[src/rtl/jt51_lfo_pkg.sv]
// Shared constants for the jt51 LFO register front end: register map, waveforms, busy timing.
package jt51_lfo_pkg;

   localparam logic [7:0] REG_TEST = 8'h01;
   localparam logic [7:0] REG_LFRQ = 8'h18;
   localparam logic [7:0] REG_PAMD = 8'h19;
   localparam logic [7:0] REG_CTW  = 8'h1B;

   typedef enum logic [1:0] {
      SAWTOOTH = 2'd0,
      SQUARE   = 2'd1,
      TRIANG   = 2'd2,
      NOISE    = 2'd3
   } lfo_wave_e;

   localparam int BUSY_CYC_DEF = 32;

endpackage

[src/rtl/jt51_cyc_cnt.sv]
// Free-running 5-bit slot counter advanced once per cen; shared by the LFO and operator pipeline.
module jt51_cyc_cnt #(
   parameter logic [4:0] RST_VAL = 5'd0
) (
   input  logic       clk,
   input  logic       rst,
   input  logic       cen,
   output logic [4:0] cnt
);

   always_ff @(posedge clk or posedge rst) begin
      if (rst) begin
         cnt <= RST_VAL;
      end else if (cen) begin
         cnt <= cnt + 5'd1;
      end
   end

endmodule

[src/rtl/jt51_lfo_regs.sv]
// CPU bus front end for the jt51 LFO: latches writes, commits them at slot 31, drives LFO config.
// Optional readback port dout is enabled by defining JT51_LFO_RDBACK_EN.
module jt51_lfo_regs
   import jt51_lfo_pkg::*;
#(
   parameter int         BUSY_CYC = BUSY_CYC_DEF,
   parameter logic [4:0] CYC_RST  = 5'd0
) (
   input  logic       clk,
   input  logic       rst,
   input  logic       cen,
   input  logic       cs_n,
   input  logic       wr_n,
   input  logic       a0,
   input  logic [7:0] din,
   output logic       busy,
   output logic [4:0] cycles,
   output logic [7:0] lfo_freq,
   output logic [6:0] lfo_amd,
   output logic [6:0] lfo_pmd,
   output logic [1:0] lfo_w,
   output logic [1:0] ct,
   output logic [7:0] test,
   output logic       lfo_up
`ifdef JT51_LFO_RDBACK_EN
   ,
   output logic [7:0] dout
`endif
);

   localparam logic [5:0] BUSY_LD = 6'(BUSY_CYC);

   logic       r_busN;
   logic [7:0] r_addr;
   logic [7:0] r_pAddr;
   logic [7:0] r_pData;
   logic       r_pending;
   logic       r_busy;
   logic [5:0] r_busyCnt;
   logic       r_upReq;
   logic       r_lfoUp;
   logic       w_strobe;
   logic       w_addrWr;
   logic       w_dataWr;
   logic       w_commit;
   logic [4:0] w_cycles;

   jt51_cyc_cnt #(.RST_VAL(CYC_RST)) u_cyc (
      .clk (clk),
      .rst (rst),
      .cen (cen),
      .cnt (w_cycles)
   );

   assign cycles = w_cycles;
   assign busy   = r_busy;
   assign lfo_up = r_lfoUp;

   // One strobe per low phase of the combined bus select.
   assign w_strobe = r_busN & ~(cs_n | wr_n);
   assign w_addrWr = w_strobe & ~a0;
   assign w_dataWr = w_strobe & a0 & ~r_busy;
   assign w_commit = cen & r_pending & (w_cycles == 5'd31);

   always_ff @(posedge clk or posedge rst) begin
      if (rst) begin
         r_busN <= 1'b1;
         r_addr <= 8'd0;
      end else begin
         r_busN <= cs_n | wr_n;
         if (w_addrWr) r_addr <= din;
      end
   end

   // Busy runs through the commit wait and then BUSY_CYC more cen ticks.
   always_ff @(posedge clk or posedge rst) begin
      if (rst) begin
         r_pAddr   <= 8'd0;
         r_pData   <= 8'd0;
         r_pending <= 1'b0;
         r_busy    <= 1'b0;
         r_busyCnt <= 6'd0;
         r_upReq   <= 1'b0;
         r_lfoUp   <= 1'b0;
      end else begin
         r_upReq <= 1'b0;
         r_lfoUp <= r_upReq;
         if (w_dataWr) begin
            r_pAddr   <= r_addr;
            r_pData   <= din;
            r_pending <= 1'b1;
            r_busy    <= 1'b1;
            r_busyCnt <= BUSY_LD;
         end else if (w_commit) begin
            r_pending <= 1'b0;
            r_upReq   <= (r_pAddr == REG_LFRQ) | ((r_pAddr == REG_TEST) & r_pData[1]);
         end else if (cen && r_busy && !r_pending) begin
            r_busyCnt <= r_busyCnt - 6'd1;
            if (r_busyCnt == 6'd1) r_busy <= 1'b0;
         end
      end
   end

   always_ff @(posedge clk or posedge rst) begin
      if (rst) begin
         lfo_freq <= 8'd0;
         lfo_amd  <= 7'd0;
         lfo_pmd  <= 7'd0;
         lfo_w    <= 2'd0;
         ct       <= 2'd0;
         test     <= 8'd0;
      end else if (w_commit) begin
         case (r_pAddr)
            REG_TEST: test     <= r_pData;
            REG_LFRQ: lfo_freq <= r_pData;
            REG_PAMD: begin
               if (r_pData[7]) lfo_pmd <= r_pData[6:0];
               else            lfo_amd <= r_pData[6:0];
            end
            REG_CTW: begin
               lfo_w <= r_pData[1:0];
               ct    <= r_pData[7:6];
            end
            default: ;
         endcase
      end
   end

`ifdef JT51_LFO_RDBACK_EN
   logic       r_pmdSel;
   logic [7:0] w_rdData;

   // Remembers which half of 0x19 was written last so readback returns that one.
   always_ff @(posedge clk or posedge rst) begin
      if (rst) begin
         r_pmdSel <= 1'b0;
      end else if (w_commit && (r_pAddr == REG_PAMD)) begin
         r_pmdSel <= r_pData[7];
      end
   end

   always_comb begin
      w_rdData = 8'd0;
      case (r_addr)
         REG_TEST: w_rdData = test;
         REG_LFRQ: w_rdData = lfo_freq;
         REG_PAMD: w_rdData = r_pmdSel ? {1'b1, lfo_pmd} : {1'b0, lfo_amd};
         REG_CTW:  w_rdData = {ct, 4'd0, lfo_w};
         default:  w_rdData = 8'd0;
      endcase
   end

   always_ff @(posedge clk or posedge rst) begin
      if (rst) begin
         dout <= 8'd0;
      end else if (!cs_n && wr_n) begin
         dout <= a0 ? w_rdData : {r_busy, 7'd0};
      end else begin
         dout <= 8'd0;
      end
   end
`endif

endmodule

[config.mk]
export PLATFORM = sky130hd
export DESIGN_NAME = jt51_lfo_regs
export DESIGN_NICKNAME = d
export VERILOG_FILES = /design/src/rtl/jt51_lfo_pkg.sv /design/src/rtl/jt51_cyc_cnt.sv /design/src/rtl/jt51_lfo_regs.sv
export SDC_FILE = /design/constraint.sdc
export NUM_CORES = 1
export LEC_CHECK = 0
export CORE_MARGIN = 8
export CORE_UTILIZATION = 45
export DETAILED_ROUTE_END_ITERATION = 6
export PLACE_DENSITY = 0.73
export SLEW_MARGIN = 20
export SYNTH_ARGS = -nofsm -noshare
export SYNTH_HDL_FRONTEND = slang
export SYNTH_HIERARCHICAL = 1
export SYNTH_SLANG_ARGS = --single-unit
[constraint.sdc]
create_clock -name clk -period 1.82 [get_ports clk]
set_input_delay 0.182 -clock clk [delete_from_list [all_inputs] [get_ports clk]]
set_output_delay 0.182 -clock clk [all_outputs]
set_load 0.01 [all_outputs]
-- Word level (Yosys, flattened, before mapping)
Cells that the tools add are included.
- add/subtract/negate cells: 2
- eq/ne operators: 7
- muxes and demuxes: 11
- bitwise gates (word level): 13
- reduce and logical (&&, ||, !) cells: 13
- operator list (cell ; count):
    $eq A8 B5 Y1 const B ; 3
    $mux W6 ; 3
    $reduce_and A3 Y1 ; 3
    $eq A8 B1 Y1 const B ; 1
    $mux W1 ; 8
    $reduce_and A2 Y1 ; 4
    $and A1 B1 Y1 ; 7
    $eq A6 B1 Y1 const B ; 1
    $reduce_bool A2 Y1 ; 3
    $sub A6 B1 Y6 const B ; 1
    $add A5 B1 Y5 const B ; 1
    $eq A5 B5 Y1 const B ; 1
    $not A1 Y1 ; 4
    $logic_and A1 B1 Y1 ; 2
    $ne A2 B2 Y1 const B ; 1
    $or A1 B1 Y1 ; 2
    $logic_not A1 Y1 ; 1
- register bits after elaboration: 74
- input port bits: 14
- output and inout bits: 41
- logic and storage cells: 62

-- Longest topological paths before layout
Gate-level depths: netlist of the first run.
- depth in word-level cells: 7
- depth in mapped cells: 5

-- Cells and area by module
The synthesis of the first run kept the hierarchy.
- by module, submodules not included (module ; times used ; cells each ; area an instance (sq um)):
    jt51_lfo_regs ; 1 ; 186 ; 2758.9
    jt51_cyc_cnt ; 1 ; 15 ; 203.9

-- Worst setup path before layout of the first run
No wires, ideal clock.
- path type: reg-to-reg
- from: register r_pAddr[7]
- to: register lfo_amd[0]
- arrival time: 1.846 ns
- required time: 1.695 ns
- setup slack: -0.151 ns
- cell stages (with the launch flop): 6
- path buffers: 1
- path through: dfrtp_1 -> or3_1 -> nor3_2 -> or4b_1 -> buf_4 -> mux2_4
- longest elaborated chain between the ends: 2
- ends and longest elaborated chain (element ; line ; text):
    start, declared ; jt51_lfo_regs.sv:35 ; logic [7:0] r_pAddr;
    start signal, assigned ; jt51_lfo_regs.sv:89 ; r_pAddr <= r_addr;
    $eq A8 B5 Y1 ; jt51_lfo_regs.sv:113 ; case (r_pAddr)
    $reduce_and A3 Y1 (no line) ; n/a ;
    end signal, assigned ; jt51_lfo_regs.sv:118 ; else lfo_amd <= r_pData[6:0];
    end, declared ; jt51_lfo_regs.sv:19 ; output logic [6:0] lfo_amd,
Every way passes these cells.
A chain may end at the register's enable or synchronous reset.

-- Worst setup path after layout of the first run
- from: register r_pAddr[7]
- to: register lfo_amd[6]
Same word-level chain as after synthesis.

==> flow_summary.yaml, run 1 <==
clock_tree:
  cts.sinks: 74
  clk_path_buf_depth: 2
  cts_buffers: 9
  clk_pin_slew_ns: 0.07
  cts-root-buf: "clkbuf_8"
  insertion_delay_ns: 0.33
  ctsHtreeMaxLevel: 3
  cts_tree: "yes"
synth:
  synth_top_cell_by_area: "dfrtp_1"
  synth_top_cells_by_area: "dfrtp_1 62%, mux2_2 20%, mux2_4 3.5%, xnor2_1 1.8%, nand2_1 1.6%"
  yosysWarnings: 6
  synth_area_per_cell_um2: 14.74
  ys_ff_latch: 74
  yosysTopAreaCellShare_pct: 61.66
  syn_nets: 218
  synth-seq-area-share_pct: 62.54
  synth_cell_type_count: 30
  synthesis.area_mm2: 0.002963
  synthCells: 201
floorplan:
  fp-row-count: 29
  die-width_um: 97.14
  initial_core_util_pct: 46.66
  core_area_mm2: 0.006350
  die_area_mm2: 0.009436
  die_h_um: 97.14
  ios: 55
power_and_ir_drop:
  p_sw_share_pct: 29.64
  clkPwrFrac_pct: 24.5
  seq_power_share_pct: 51.0
  ir_drop_mv: 0.7324
  internal-power_mw: 3.242
  total_power_mw: 4.607
  p_comb_share_pct: 24.5
  switching_power_mw: 1.366
  leakage_nw: 1.851
  power_density_mw_per_mm2: 1154
sta:
  finClkSkew_ns: 0.01039
  setup_ws_ns: -0.1303
  setup_viol: 30
  post-route-period-util_pct: 107.2
  worst_pin_slew_ns: 0.4525
  grt_setup_unrepaired: "true"
  max_slew_margin_pct: 69.41
  drv_slew: 0
  hold_viol: 0
  fmax_mhz: 512.7
  layout_min_cycle_time_ns: 1.950
setup_path:
  start_kind: "flop"
  crit_path_cell_trace: "or3_4 > nor3_4 > or4b_4 > mux2_4"
  path_delay_family: "simple AND/OR/NAND/NOR gates"
  worstReg2RegStart: "r_pAddr[7]$_DFFE_PP0N_"
  ff2ff_setup_slack_ns: -0.13
  cp_slowest_cell: "or4b_4"
  critPathCaptureType: "flop"
  crit_type: "flop to flop"
  slowest_delay_ns: 0.59
  cp.required_ns: 2.03
  critical_path_arrival_ns: 2.16
  crit_buf_inv: 0
  startpoint: "r_pAddr[7]$_DFFE_PP0N_"
  crit_path_max_fanout: 7
grt:
  grt-ovfl-total: 0
  grt_pass1_wl_um: 10090
  met1_usage_pct: 15.60
  use_met3_pct: 3.983
  grtUsageTotal_pct: 13.20
  grt_antenna_before_repair: 0
  grt_pass1_vias: 1998
  use_met2_pct: 21.41
  grt.busiest_layer: "met2"
  grt_max_degree: 33
run_status:
  violations: "negative setup slack"
  outcome: "finished, violations left"
worst_hold_path:
  hold_path_class: "input port to asynchronous set/reset pin"
route:
  viasPerCell: 5.098
  first_pass_iters: 4
  drt-initial-drc-count: 50
  remaining_drc_errors: 0
  antenna_left: 0
  num_vias: 1866
  wl_per_cell_um: 16.42
  wl_um: 6011
finish:
  area_growth_pct: 34.76
  final_common_cell: "dfrtp_1"
  layout.cells.most_common_list: "73 x dfrtp_1, 54 x clkdlybuf4s50_1, 52 x mux2_2, 18 x buf_4, 13 x nand2_1"
  drive_gt1_share_pct: 35.29
  final_nets: 301
  fin_cells: 366
  n_antenna_cell: 0
placement:
  dp_cells: 350
  place_congestion: 0.7914
  port_buffers: 54
  dp_hpwl_um: 4472
flow_run:
  max-cap-violations: 0
[cell usage after synthesis]
library cell / instances
dfrtp_1: 73
mux2_2: 52
nand2_1: 13
nor2_1: 8
mux2_4: 7
xnor2_1: 6
inv_1: 5
ha_1: 3
nand4_1: 3
nand4b_1: 3
nor3b_1: 3
nor4_1: 3
a21oi_1: 2
clkbuf_1: 2
or3_1: 2
xor2_1: 2
a211oi_1: 1
and3_1: 1
and3b_1: 1
and4_1: 1
buf_1: 1
buf_4: 1
dfstp_2: 1
nand3_1: 1
nand3b_1: 1
nor3_2: 1
nor4b_1: 1
o21ai_0: 1
o41ai_1: 1
or4b_1: 1
[power by group through the flow]
stage	Combinational (mW)	Clock, mW	Sequential (mW)
2_1_floorplan	0.589	0	2.35
3_3_place_gp	1.10	0	2.36
3_5_place_dp	1.14	0	2.37
4_1_cts	1.14	1.16	2.35
5_1_grt	1.24	1.23	2.41
6_report	1.13	1.13	2.35
[through the flow]
step	hold slack, ns	setup WS, ns	TNS (ns)	cell area [um2]	utilization (%)
after floorplan	-0.03948	-0.07110	-0.4977	2982	-
after detailed placement	0.3395	-0.3369	-4.607	3799	59.82
after CTS	0.1324	-0.1729	-1.837	4004	63.05
after global routing	0.1517	-0.1754	-3.518	3993	62.88
final	0.1384	-0.1303	-1.488	3993	62.88
after global placement	0.3385	-0.2876	-3.940	3799	59.82
[cell type report]
type                    instances  area (um2)
clock inverters                 4       26.28
well taps                      77       96.34
fillers                       490        2357
repair buffers                 76       747.0
inverters                       5       22.52
clock buffers                  12       155.1
flip-flops and latches         74        1853
multi-input cells             118        1092
[worst paths after layout]
kind	to	cells after the start
min in group clk	lfo_up$_DFF_PP0_	0
min reg2reg	lfo_up$_DFF_PP0_	0
max reg2reg	lfo_amd[6]$_DFFE_PP0P_	4
max	lfo_amd[6]$_DFFE_PP0P_	4
min	u_cyc/cnt[1]$_DFFE_PP0P_	2
max in group asynchronous	r_busN$_DFF_PP1_	3
[metal layers]
layer	vias up	wire length (um)
met3	5	328
met2	42	3034
li1	877	-
met5	-	0
met4	0	83
met1	942	2564
[what timing repair did]
item | in CTS | in global routing
resized for setup | 5 | 1
setup endpoints to repair | 23 | 34
pin swaps | 0 | 1
buffers inserted | 1 | 0
hold buffers | 0 | 0
[logic make-up after synthesis]
kind of cell | share of synthesized area, %
flip-flops | 62.54
adder cells (fa/ha/maj) | 1.267
XOR/XNOR | 2.365
AND/OR/NAND/NOR | 8.193
buffers and inverters | 1.267
AO/OA/AOI/OAI | 1.056
multiplexers | 23.31
[worst reg2reg max path, stage by stage (launching register included)]
cell     delay [ns]
dfrtp_1        0.39
or3_4          0.39
nor3_4         0.13
or4b_4         0.59
mux2_4         0.34
[registers in the layout (all words and copies together) (netlist names), 2 cells and up]
register / count
r_pData: 8
u_cyc/cnt: 5
r_addr: 8
r_busyCnt: 6
test: 8
lfo_freq: 8
lfo_w: 2
lfo_pmd: 7
ct: 2
lfo_amd: 7
r_pAddr: 8
Note: power is estimated with default switching activity, not from simulation.
==> run 2, diff against run 1 <==
CORE_UTILIZATION = 46   (was 45)
CTS_CLUSTER_DIAMETER = 40   (was not set)
PLACE_DENSITY = 0.74   (was 0.73)
clock period = 1.74 ns   (was 1.82 ns; I/O delays follow)
==> run 2 against run 1 <==
Against the previous run: the flow still finishes with violations (negative setup slack); sequential power grew 5%; clock power is essentially flat; cell count grew 0.27%.
==> flow_summary.yaml, run 2 (same netlist as run 1, synthesis figures left out) <==
grt:
  grt_max_degree: 70
  grt-ovfl-total: 0
  grtUsageTotal_pct: 13.93
  grt_pass1_wl_um: 9708
  grt_antenna_before_repair: 0
  grt_pass1_vias: 1936
finish:
  fill_cells: 475
  final_nets: 302
  n_antenna_cell: 0
  final_common_cell: "dfrtp_1"
  fin_cells: 367
  drive_gt1_share_pct: 36.55
  area_growth_pct: 36.40
  stdcell_area_mm2: 0.004041
  layout.cells.most_common_list: "73 x dfrtp_1, 54 x clkdlybuf4s50_1, 48 x mux2_2, 16 x buf_4"
clock_tree:
  insertion_delay_ns: 0.34
  clk_path_buf_depth: 2
  cts-root-buf: "clkbuf_8"
  ctsHoldBuffers: 0
  clk_pin_slew_ns: 0.07
  cts_buffers: 9
  cts.sinks: 74
  ctsHtreeMaxLevel: 3
  cts_tree: "yes"
placement:
  placed_cell_area_mm2: 0.003791
  place_congestion: 0.7102
  dp_cells: 349
  dp_hpwl_um: 4297
  port_buffers: 54
  place_ws_ns: -0.4048
route:
  first_pass_iters: 4
  wl_um: 6188
  num_vias: 1896
  remaining_drc_errors: 0
  antenna_left: 0
  wl_per_cell_um: 16.86
  viasPerCell: 5.166
  drt-initial-drc-count: 67
setup_path:
  slowest_delay_ns: 0.59
  crit_path_cell_trace: "nand4b_1 > nor3_4 > or4b_4 > mux2_4"
  cp.required_ns: 1.96
  critPathCaptureType: "flop"
  critical_path_arrival_ns: 2.21
  path_delay_family: "simple AND/OR/NAND/NOR gates"
  start_kind: "flop"
  cp_slowest_cell: "or4b_4"
  crit_buf_inv: 0
  crit_path_max_fanout: 7
  crit_type: "flop to flop"
floorplan:
  fp-row-count: 29
  die-width_um: 96.26
  die_h_um: 96.26
  initial_core_util_pct: 47.20
  core_area_mm2: 0.006277
  ios: 55
  die_area_mm2: 0.009265
sta:
  max_slew_margin_pct: 74.09
  setup_viol: 32
  finClkSkew_ns: 0.005243
  hold_viol: 0
  layout_min_cycle_time_ns: 1.989
  setup-tns-final_ns: -4.657
  post-route-period-util_pct: 114.3
  worst_pin_slew_ns: 0.3878
  fmax_mhz: 502.7
  grt_setup_unrepaired: "true"
  setup_ws_ns: -0.2494
  drv_slew: 0
worst_hold_path:
  hold_path_class: "input port to asynchronous set/reset pin"
power_and_ir_drop:
  power_density_mw_per_mm2: 1215
  ir_drop_mv: 0.6389
  leakage_nw: 1.881
run_status:
  violations: "negative setup slack"
  outcome: "finished, violations left"
flow_run:
  max-cap-violations: 0
run 2: worst paths after layout:
kind / endpoint / cells after the start / slack, ns / startpoint
setup / recovery: lfo_amd[4]$_DFFE_PP0P_ / 4 / -0.25 / r_pAddr[6]$_DFFE_PP0N_
hold / removal: u_cyc/cnt[1]$_DFFE_PP0P_ / 2 / 0.12 / rst
setup reg to reg: lfo_amd[4]$_DFFE_PP0P_ / 4 / -0.25 / r_pAddr[6]$_DFFE_PP0N_
hold reg to reg: lfo_up$_DFF_PP0_ / 0 / 0.36 / r_upReq$_DFF_PP0_
max in group asynchronous: r_busN$_DFF_PP1_ / 3 / 1.11 / rst
min in group clk: lfo_up$_DFF_PP0_ / 0 / 0.36 / r_upReq$_DFF_PP0_
run 2: area by class of cell:
cell class	instances	area, um2	share of cell area [%]
clock inverter	5	30.03	0.7430
multi-input combinational	118	1132	28.02
timing repair buffer	77	765.7	18.95
tap	77	96.34	2.384
inverter	5	22.52	0.5573
sequential	74	1853	45.85
clock buffer	11	141.4	3.498
run 2: timing repair:
action                                  4_1_cts  5_1_grt
setup buffers                                 2        1
endpoints found under the hold margin         0        0
cloned                                        0        0
resized for setup                            10        8
endpoints found under the setup margin       27       34
run 2: routing by layer:
metal,global-route usage (%),share of wire [%]
met1,17.01,44
met4,8.067,1.7
met2,22.47,50
met3,2.808,4.1
met5,0,0
run 2: stage by stage:
step | hold slack, ns | utilization, % | power [mW]
after floorplan | -0.04748 | - | 3.079
after global placement | 0.3362 | 60.39 | 3.646
after detailed placement | 0.3385 | 60.39 | 3.708
after CTS | 0.1128 | 63.94 | 4.902
after global routing | 0.1236 | 64.38 | 5.222
final | 0.1194 | 64.38 | 4.909
run 2: where the power goes:
| group | total, mW | switching, mW | internal [mW] | leakage [nW] |
|---|---|---|---|---|
| logic | 1.32 | 0.550 | 0.765 | 0.839 |
| clock network | 1.14 | 0.589 | 0.549 | 0.0851 |
| registers | 2.46 | 0.353 | 2.10 | 0.957 |
==> run 3, diff against run 2 <==
CORE_UTILIZATION = 55   (was 46)
PLACE_DENSITY = 0.83   (was 0.74)
clock period = 2.6 ns   (was 1.74 ns; I/O delays follow)
==> run 3 against run 2 <==
Against the previous run: the run now ends clean; first-iteration DRC count rose by 6.0%; sequential cell count did not move; sequential share of layout area rose by 2.6 points; critical endpoint unchanged; largest cell class unchanged.
==> flow_summary.yaml, run 3 (same netlist as run 1, synthesis figures left out) <==
setup_path:
  crit_path_max_fanout: 7
  start_kind: "flop"
  crit_path_cell_trace: "or3_1 > nor3_2 > or4b_1 > mux2_4"
  critPathCaptureType: "flop"
  ff2ff_setup_slack_ns: 0.40
  critical_path_arrival_ns: 2.44
  cp.required_ns: 2.84
  worstReg2RegStart: "r_pAddr[7]$_DFFE_PP0N_"
  path_delay_family: "simple AND/OR/NAND/NOR gates"
  cp_slowest_cell: "or4b_1"
  slowest_delay_ns: 0.69
  crit_buf_inv: 0
  worstReg2RegEnd: "lfo_amd[4]$_DFFE_PP0P_"
  r2r_cells: 4
  crit_type: "flop to flop"
route:
  wl_per_cell_um: 17.57
  viasPerCell: 5.421
  drt-initial-drc-count: 71
  wl_um: 6008
  antenna_left: 0
  remaining_drc_errors: 0
  first_pass_iters: 4
  num_vias: 1854
placement:
  placed_cell_area_mm2: 0.003630
  dp_hpwl_um: 4292
  port_buffers: 54
  place_congestion: 0.7411
  dp_cells: 327
sta:
  max_slew_margin_pct: 62.44
  setup_viol: 0
  hold_viol: 0
  post-route-period-util_pct: 84.67
  worst_pin_slew_ns: 0.5626
  setup-tns-final_ns: 0
  hold_ws_ns: 0.1648
  finClkSkew_ns: 0.007234
  layout_min_cycle_time_ns: 2.201
  grt_setup_unrepaired: "false"
  drv_slew: 0
  fmax_mhz: 454.3
grt:
  grt_max_degree: 45
  use_met3_pct: 2.849
  grt.busiest_layer: "met2"
  met1_usage_pct: 20.48
  grt-ovfl-total: 0
  use_met2_pct: 27.27
  grtUsageTotal_pct: 17.06
  grt_antenna_before_repair: 0
  grt_pass1_vias: 1937
  grt_pass1_wl_um: 9901
clock_tree:
  cts.sinks: 74
  ctsHtreeMaxLevel: 3
  clk_pin_slew_ns: 0.07
  clk_path_buf_depth: 2
  cts_tree: "yes"
  cts_resized: 0
  cts_buffers: 9
  cts-root-buf: "clkbuf_8"
  ctsHoldBuffers: 0
  insertion_delay_ns: 0.35
  post_cts_buffers: 0
power_and_ir_drop:
  leakage_nw: 1.758
  power_density_mw_per_mm2: 831.9
  ir_drop_mv: 0.5311
finish:
  n_antenna_cell: 0
  stdcell_area_mm2: 0.003822
  area_growth_pct: 29.01
  final_common_cell: "dfrtp_1"
  final_nets: 285
  regArea_mm2: 0.001853
  fill_cells: 369
  layout.cells.most_common_list: "73 x dfrtp_1, 54 x clkdlybuf4s50_1, 52 x mux2_2, 13 x nand2_1, 10 x clkbuf_8"
  fin_cells: 342
  drive_gt1_share_pct: 30.51
  multiInputGateArea_mm2: 0.001072
floorplan:
  fp-row-count: 26
  core_area_mm2: 0.005140
  die_h_um: 89.40
  die-width_um: 89.40
  initial_core_util_pct: 57.64
  die_area_mm2: 0.007991
  ios: 55
flow_run:
  max-cap-violations: 0
run_status:
  outcome: "finished clean"
worst_hold_path:
  hold_path_class: "input port to asynchronous set/reset pin"
## run 3: metrics by stage
| step | power (mW) | setup slack (ns) | util (%) |
|---|---|---|---|
| 4_1_cts | 3.211 | 0.3956 | 74.37 |
| 6_report | 3.180 | 0.3986 | 74.37 |
| 2_1_floorplan | 2.043 | 0.6018 | - |
| 5_1_grt | 3.375 | 0.2804 | 74.37 |
| 3_5_place_dp | 2.337 | 0.2852 | 70.62 |
| 3_3_place_gp | 2.300 | 0.3281 | 70.62 |
## run 3: routing by layer
layer,share of wire (%),vias to the layer above
met5,0,-
met4,3.6,0
met3,4.0,17
met2,49,45
met1,43,937
li1,-,855
## run 3: worst register-to-register path: stages, from the launching register on
cell and delay (ns):
dfrtp_1 0.37, or3_1 0.42, nor3_2 0.24, or4b_1 0.69
mux2_4 0.38
## run 3: area by class of cell
cell class / instances / area share (%)
flip-flops and latches: 74 / 48.48
clock buffers: 10 / 3.601
clock inverters: 5 / 1.440
well taps: 70 / 2.291
repair buffers: 60 / 15.65
multi-input cells: 118 / 28.05
inverters: 5 / 0.4910
## run 3: report_power, final
group | internal, mW | leakage (nW) | switching, mW | total [mW]
sequential | 1.41 | 0.957 | 0.288 | 1.69
combinational | 0.374 | 0.707 | 0.249 | 0.622
clock | 0.460 | 0.0941 | 0.403 | 0.863
total | 2.24 | 1.76 | 0.939 | 3.18
## run 3: worst max path at each step
| stage | from | end | slack (ns) | depth (start not counted) |
|---|---|---|---|---|
| finish | r_pAddr[7]$_DFFE_PP0N_ | lfo_amd[4]$_DFFE_PP0P_ | 0.40 | 4 |
| detailed placement | cen | lfo_amd[2]$_DFFE_PP0P_ | 0.29 | 5 |
| global placement | cen | lfo_amd[3]$_DFFE_PP0P_ | 0.33 | 5 |
| CTS | r_pAddr[7]$_DFFE_PP0N_ | lfo_amd[1]$_DFFE_PP0P_ | 0.40 | 4 |
| floorplan | rst | busy$_DFFE_PP0P_ | 0.60 | 1 |
| global route | r_pAddr[2]$_DFFE_PP0N_ | lfo_freq[6]$_DFFE_PP0P_ | 0.28 | 4 |
